## config.mk

```make
export PLATFORM = sky130hd
export DESIGN_NAME = mul_err_monitor
export DESIGN_NICKNAME = d
export VERILOG_FILES = /design/src/rtl/mul_err_pkg.sv /design/src/rtl/mul_err_monitor_err_dist.sv /design/src/rtl/mul_err_monitor.sv
export SDC_FILE = /design/constraint.sdc
export NUM_CORES = 1
export LEC_CHECK = 0
export ABC_AREA = 1
export BUFFER_PORTS_ARGS = -buffer_cell sky130_fd_sc_hd__buf_2
export CORE_MARGIN = 1
export CORE_UTILIZATION = 60
export CTS_CLUSTER_SIZE = 20
export DETAILED_ROUTE_END_ITERATION = 10
export PLACE_DENSITY = 0.86
export SYNTH_ARGS = -nofsm -noshare
export SYNTH_HDL_FRONTEND = slang
export SYNTH_HIERARCHICAL = 1
export SYNTH_SLANG_ARGS = --single-unit
```

## constraint.sdc

```tcl
create_clock -name clk -period 2 [get_ports clk]
set_input_delay 0.1 -clock clk [delete_from_list [all_inputs] [get_ports clk]]
set_output_delay 0.1 -clock clk [all_outputs]
set_load 0.03 [all_outputs]
```

## src/rtl/mul_err_pkg.sv

```systemverilog
// Shared types and width helpers for the approximate-multiplier error monitor.
package mul_err_pkg;

  localparam int unsigned DEF_WIDTH   = 6;
  localparam int unsigned DEF_SAMPLES = 4096;

  typedef enum logic [1:0] {
    IDLE,
    ACCUM,
    DRAIN,
    DONE
  } state_t;

  // Counter width able to hold the value SAMPLES itself.
  function automatic int unsigned cnt_width(input int unsigned samples);
    return $clog2(samples + 1);
  endfunction

  // ED sum width: one product width plus enough headroom for SAMPLES terms.
  function automatic int unsigned acc_width(input int unsigned width, input int unsigned samples);
    return 2 * width + cnt_width(samples);
  endfunction

endpackage

```

## src/rtl/mul_err_monitor_err_dist.sv

```systemverilog
// Combinational error distance |exact - approx| on unsigned operands.
module err_dist #(
  parameter int unsigned W = 12
) (
  input  logic [W-1:0] exact,
  input  logic [W-1:0] approx,
  output logic [W-1:0] ed
);

  always_comb begin
    ed = (exact >= approx) ? (exact - approx) : (approx - exact);
  end

endmodule

```

## src/rtl/mul_err_monitor.sv

```systemverilog
// Error statistics (sum/max/count of |a*b - approx|) over a window of samples.
// Optional MUL_ERR_SQ_EN adds an ED*ED sum output and one extra pipeline stage.
module mul_err_monitor
  import mul_err_pkg::*;
#(
  parameter int unsigned WIDTH   = DEF_WIDTH,
  parameter int unsigned SAMPLES = DEF_SAMPLES,
  parameter int unsigned CNT_W   = cnt_width(SAMPLES),
  parameter int unsigned ACC_W   = acc_width(WIDTH, SAMPLES)
) (
  input  logic                 clk,
  input  logic                 rst_n,
  input  logic                 start,
  input  logic                 in_valid,
  output logic                 in_ready,
  input  logic [WIDTH-1:0]     a,
  input  logic [WIDTH-1:0]     b,
  input  logic [2*WIDTH-1:0]   approx,
  output logic                 busy,
  output logic                 res_valid,
  input  logic                 res_ack,
  output logic [ACC_W-1:0]     ed_sum,
  output logic [2*WIDTH-1:0]   ed_max,
`ifdef MUL_ERR_SQ_EN
  output logic [2*(2*WIDTH)+CNT_W-1:0] ed_sq_sum,
`endif
  output logic [CNT_W-1:0]     err_cnt
);

  localparam int unsigned PW = 2 * WIDTH;

  state_t           state_q, state_d;
  logic             clr;
  logic             accept;
  logic             last;
  logic             pipe_busy;
  logic [CNT_W-1:0] acc_cnt_q;

  logic [PW-1:0]    s1_exact_q, s1_approx_q;
  logic             v1_q;
  logic [PW-1:0]    ed_c;
  logic [PW-1:0]    s2_ed_q;
  logic             v2_q;

  logic             acc_en;
  logic [PW-1:0]    acc_ed;
  logic [ACC_W-1:0] sum_q;
  logic [PW-1:0]    max_q;
  logic [CNT_W-1:0] cnt_q;

  assign in_ready  = (state_q == ACCUM);
  assign busy      = (state_q == ACCUM) || (state_q == DRAIN);
  assign res_valid = (state_q == DONE);
  assign accept    = in_valid && in_ready;
  assign last      = accept && (acc_cnt_q == CNT_W'(SAMPLES - 1));

`ifdef MUL_ERR_SQ_EN
  localparam int unsigned SQ_W = 2 * PW + CNT_W;
  logic [PW-1:0]    s3_ed_q;
  logic [2*PW-1:0]  s3_sq_q;
  logic             v3_q;
  logic [SQ_W-1:0]  sq_q;

  assign pipe_busy = v1_q || v2_q || v3_q;
  assign acc_en    = v3_q;
  assign acc_ed    = s3_ed_q;
`else
  assign pipe_busy = v1_q || v2_q;
  assign acc_en    = v2_q;
  assign acc_ed    = s2_ed_q;
`endif

  always_comb begin
    state_d = state_q;
    clr     = 1'b0;
    unique case (state_q)
      IDLE: begin
        if (start) begin
          state_d = ACCUM;
          clr     = 1'b1;
        end
      end
      ACCUM: begin
        if (last) state_d = DRAIN;
      end
      DRAIN: begin
        if (!pipe_busy) state_d = DONE;
      end
      DONE: begin
        // start wins over res_ack so back-to-back windows need no idle cycle
        if (start) begin
          state_d = ACCUM;
          clr     = 1'b1;
        end else if (res_ack) begin
          state_d = IDLE;
        end
      end
      default: state_d = IDLE;
    endcase
  end

  always_ff @(posedge clk or negedge rst_n) begin
    if (!rst_n) begin
      state_q   <= IDLE;
      acc_cnt_q <= '0;
    end else begin
      state_q <= state_d;
      if (clr)         acc_cnt_q <= '0;
      else if (accept) acc_cnt_q <= acc_cnt_q + CNT_W'(1);
    end
  end

  err_dist #(.W(PW)) u_err_dist (
    .exact  (s1_exact_q),
    .approx (s1_approx_q),
    .ed     (ed_c)
  );

  always_ff @(posedge clk or negedge rst_n) begin
    if (!rst_n) begin
      s1_exact_q  <= '0;
      s1_approx_q <= '0;
      v1_q        <= 1'b0;
      s2_ed_q     <= '0;
      v2_q        <= 1'b0;
    end else begin
      if (accept) begin
        s1_exact_q  <= {{WIDTH{1'b0}}, a} * {{WIDTH{1'b0}}, b};
        s1_approx_q <= approx;
      end
      s2_ed_q <= ed_c;
      if (clr) begin
        v1_q <= 1'b0;
        v2_q <= 1'b0;
      end else begin
        v1_q <= accept;
        v2_q <= v1_q;
      end
    end
  end

`ifdef MUL_ERR_SQ_EN
  always_ff @(posedge clk or negedge rst_n) begin
    if (!rst_n) begin
      s3_ed_q <= '0;
      s3_sq_q <= '0;
      v3_q    <= 1'b0;
      sq_q    <= '0;
    end else begin
      s3_ed_q <= s2_ed_q;
      s3_sq_q <= {{PW{1'b0}}, s2_ed_q} * {{PW{1'b0}}, s2_ed_q};
      v3_q    <= clr ? 1'b0 : v2_q;
      if (clr)         sq_q <= '0;
      else if (acc_en) sq_q <= sq_q + SQ_W'(s3_sq_q);
    end
  end
`endif

  always_ff @(posedge clk or negedge rst_n) begin
    if (!rst_n) begin
      sum_q <= '0;
      max_q <= '0;
      cnt_q <= '0;
    end else if (clr) begin
      sum_q <= '0;
      max_q <= '0;
      cnt_q <= '0;
    end else if (acc_en) begin
      sum_q <= sum_q + ACC_W'(acc_ed);
      if (acc_ed > max_q) max_q <= acc_ed;
      if (acc_ed != '0)   cnt_q <= cnt_q + CNT_W'(1);
    end
  end

  // Result registers trail the accumulators by one edge; res_valid rises on the same edge.
  always_ff @(posedge clk or negedge rst_n) begin
    if (!rst_n) begin
      ed_sum  <= '0;
      ed_max  <= '0;
      err_cnt <= '0;
`ifdef MUL_ERR_SQ_EN
      ed_sq_sum <= '0;
`endif
    end else begin
      ed_sum  <= sum_q;
      ed_max  <= max_q;
      err_cnt <= cnt_q;
`ifdef MUL_ERR_SQ_EN
      ed_sq_sum <= sq_q;
`endif
    end
  end

endmodule

```

==> Flow_metrics.wiki <==
{| class="wikitable"
! Metric !! Value
|-
| Result of the run || finished, violations left
|-
| Violated checks || negative setup slack
|-
| Number of detailed-routing iterations run before antenna repair || 5
|-
| Worst hold slack || 10.2 ps
|-
| Routability Congestion || 0.930
|-
| CTS HTree Levels || 4
|-
| Pin slew with the least headroom to its limit || 429 ps
|-
| Number of max-slew violations in the final report || 0
|-
| Final-stage net count || 1499
|-
| Number of different library cells in the post-synthesis netlist || 44
|-
| Final clock skew || 10.5 ps
|-
| Synthesized flop and latch total || 153
|-
| Clk Tree Root Cell || sky130_fd_sc_hd__clkbuf_16
|-
| DIE HEIGHT || 128 um
|-
| Synth async-reset ratio || 100%
|-
| Worst hold stages || 3
|-
| Worst R2R Start || sum_q[0]
|-
| Core Box Area || 0.0154 sq mm
|-
| Maxcap violations || 0
|-
| Setup-violating endpoint count in the final report || 7
|-
| Global route overflow || 0
|-
| Post-DP HPWL || 15500 um
|-
| Portion of total power attributed to combinational logic || 56.5%
|-
| Register-to-register path setup slack || 60 ps
|-
| Post-route cell area || 0.0116 sq mm
|-
| Leading cell types in the layout, fill and taps excluded || sky130_fd_sc_hd__nand2_1, sky130_fd_sc_hd__inv_1, sky130_fd_sc_hd__dfrtp_1, sky130_fd_sc_hd__nand3_1, sky130_fd_sc_hd__nor2_1
|-
| Cell type with the highest aggregate area in the netlist || sky130_fd_sc_hd__dfrtp_1
|-
| Maximum achievable frequency || 0.419 GHz
|-
| CTS tree || yes
|-
| Static leakage power || 6.39 nW
|-
| Clock latency on the worst-skew pair || 430 ps
|-
| Fin. Hold Viols || 0
|-
| Share of layout cells above drive strength 1 || 18.4%
|-
| Largest net degree at the start of global routing || 48
|-
| Synthesized netlist cell count || 1234
|-
| Clock Pin Slew Worst Setup and Hold Paths || 60 ps
|-
| Critical R2R Capture || sum_q[24]
|-
| Placed cell area || 0.0106 sq mm
|-
| Area occupied by multi-input gates || 0.00509 sq mm
|-
| Layout-stage area growth over the synthesis result || 20.7%
|-
| Fraction of synthesized cell area taken by the top area cell type || 40.0%
|-
| I/O pin count || 82
|-
| Post-Synthesis Mean Instance Area || 7.76 sq um
|-
| Area taken by flip-flops and latches || 0.00383 sq mm
|-
| Setup WS pre-CTS || -964 ps
|-
| Sequential fraction of the synthesis area || 40.0%
|-
| Post-route fraction of the period consumed by the critical path || 119%
|-
| Leading cell types by total area after synthesis || sky130_fd_sc_hd__dfrtp_1, sky130_fd_sc_hd__nand2_1, sky130_fd_sc_hd__ha_1
|-
| Antenna diode instance count || 0
|-
| # rows || 45
|-
| Startpoint of the most critical hold path || start
|-
| Global routing usage summed across all routing layers || 27.5%
|-
| Most used flip-flop cell after synthesis || sky130_fd_sc_hd__dfrtp_1
|-
| Net Switching || 0.00852 W
|-
| Buffer depth of the longest clock path || 2
|-
| Count of filler cells inserted in the layout || 1090
|-
| Setup ws final || -388 ps
|-
| Time the final worst path needs with I/O delays and setup || 2390 ps
|-
| Initial standard-cell utilization of the core || 62.3%
|-
| Port Buffers || 81
|-
| Net Count, Synth || 1357
|-
| Worst slew slack as a fraction of its limit || 71.2%
|-
| Total Power || 0.0182 W
|-
| Wirelength, routed || 21400 um
|-
| Final sum of negative setup slack || -2100 ps
|-
| Antenna-violating nets left || 0
|-
| Clock share of power || 17.2%
|-
| Number of clock sinks || 153
|-
| Total CTS buffers || 17
|-
| Total power density per cell area || 1570 mW/mm^2
|-
| Sort of element at the end of the critical path || register
|-
| Via density || 5.27
|-
| Remaining design rule violation count || 0
|-
| Worst EP required || 2340 ps
|-
| Critical path fanouts, max || 6
|-
| Worst Path Arrival || 2730 ps
|-
| Switching part of the total power || 46.9%
|-
| Iter 0 DRT Violations || 595
|-
| Total of warnings raised by yosys || 6
|-
| Largest voltage drop on the vdd net || 0.980 mV
|-
| First-pass GRT wire length || 35900 um
|-
| Worst Reg2Reg Path Length in Cells || 10
|-
| Hold EP || state_q[0]
|-
| Post-detailed-route wirelength per cell || 13.4 um
|-
| Floorplan die area || 0.0165 sq mm
|-
| Most common cell after layout, fill and taps aside || sky130_fd_sc_hd__nand2_1
|-
| Antenna violations before repair || 0
|-
| Int Power || 0.00965 W
|-
| Share of total power in sequential cells || 26.3%
|-
| Number of enable-type register cells in the synthesized netlist || 0
|-
| RSZ-0062 raised after global routing || true
|-
| Cell area after synthesis || 0.00957 sq mm
|-
| Type of the most critical hold path || input pin to register
|-
| Nature of the critical path startpoint || input pin
|-
| Via count of the first global-routing pass || 8170
|-
| Chip Width || 128 um
|-
| Via count || 8439
|-
| Critical setup path kind || input pin to register
|}
## synth_stat cells (7+ instances only)
library cell	count
sky130_fd_sc_hd__nor3_1	11
sky130_fd_sc_hd__nor2_1	74
sky130_fd_sc_hd__ha_1	74
sky130_fd_sc_hd__dfrtp_1	153
sky130_fd_sc_hd__xor2_1	8
sky130_fd_sc_hd__nand2_2	8
sky130_fd_sc_hd__buf_2	12
sky130_fd_sc_hd__nand4_1	32
sky130_fd_sc_hd__o21ai_0	25
sky130_fd_sc_hd__xnor2_1	7
sky130_fd_sc_hd__a21oi_1	55
sky130_fd_sc_hd__fa_1	20
sky130_fd_sc_hd__o21ai_2	10
sky130_fd_sc_hd__inv_1	188
sky130_fd_sc_hd__nand2_1	412
sky130_fd_sc_hd__nand3_1	81
## what timing repair did
| item | in CTS | in global routing |
|---|---|---|
| endpoints found under the hold margin | 131 | 0 |
| hold buffers | 13 | 0 |
| endpoints found under the setup margin | 15 | 47 |
| pin swaps | 14 | 11 |
| gates cloned | 0 | 1 |
| gates resized for setup | 35 | 26 |
| buffers inserted | 1 | 3 |
## kinds of logic (layout without fill, tap and decap cells)
| group | count (synthesis) | count (layout) | share of synthesized area [%] |
|---|---|---|---|
| compound gates | 109 | 109 | 6.73 |
| xor+xnor | 15 | 15 | 1.37 |
| fa+ha+maj | 94 | 94 | 13.9 |
| buf+inv | 217 | 371 | 9.16 |
| flops | 153 | 153 | 40.0 |
| simple gates | 646 | 647 | 28.9 |
## worst max-delay path, cell delays in order
cell and delay, ps:
sky130_fd_sc_hd__buf_4 110, sky130_fd_sc_hd__buf_6 100, sky130_fd_sc_hd__nand2_1 50, sky130_fd_sc_hd__fa_1 490, sky130_fd_sc_hd__inv_1 50, sky130_fd_sc_hd__fa_1 450
sky130_fd_sc_hd__fa_1 550, sky130_fd_sc_hd__ha_4 240, sky130_fd_sc_hd__a21oi_2 180, sky130_fd_sc_hd__o21a_1 140, sky130_fd_sc_hd__nand3_1 80, sky130_fd_sc_hd__a31oi_1 190
## power groups by stage
stage | sequential [W] | combinational, W | clock, W
detailed placement | 0.00480 | 0.00979 | 0
CTS | 0.00475 | 0.00997 | 0.00316
floorplan | 0.00506 | 0.00690 | 0
finish | 0.00477 | 0.0103 | 0.00313
global route | 0.00487 | 0.0116 | 0.00328
global placement | 0.00476 | 0.00949 | 0
## registers in the layout, indices dropped and copies added, names as in the netlist
name         cells
ed_sum          25
sum_q           25
acc_cnt_q       13
cnt_q           13
err_cnt         13
acc_ed          12
ed_max          12
max_q           12
s1_approx_q     12
s1_exact_q      12
state_q          2
acc_en           1
v1_q             1
## layer usage
layer | track usage (%) | wire length, um
met5 | 0 | 0
met4 | 9.83 | 491
met3 | 4.97 | 892
met2 | 49.1 | 11000
met1 | 33.2 | 9020
## per-stage QoR
| step | util [%] | instances |
|---|---|---|
| finish | 75.2 | 1600 |
| global route | 75.2 | 1600 |
| CTS | 74.3 | 1596 |
| detailed placement | 69.0 | 1550 |
| global placement | 69.0 | 1550 |
| floorplan | - | 1234 |
## worst max path at each step
stage | slack, ps | start | to | cells past startpoint
floorplan | -580 | b[3] | s1_exact_q[9] | 15
detailed placement | -960 | b[3] | s1_exact_q[8] | 14
global placement | -900 | b[3] | s1_exact_q[8] | 14
finish | -390 | a[4] | s1_exact_q[10] | 12
global route | -480 | a[1] | s1_exact_q[10] | 16
CTS | -370 | b[3] | s1_exact_q[8] | 14
## cell type report
cell class	count	area share [%]
Timing Repair Buffer	148	9.28
Clock buffer	18	3.80
Sequential cell	153	33.1
Inverter	191	6.23
Multi-Input combinational cell	865	44.1
Tap cell	211	2.29
Clock inverter	14	1.19
(Power assumes the default switching activity.)
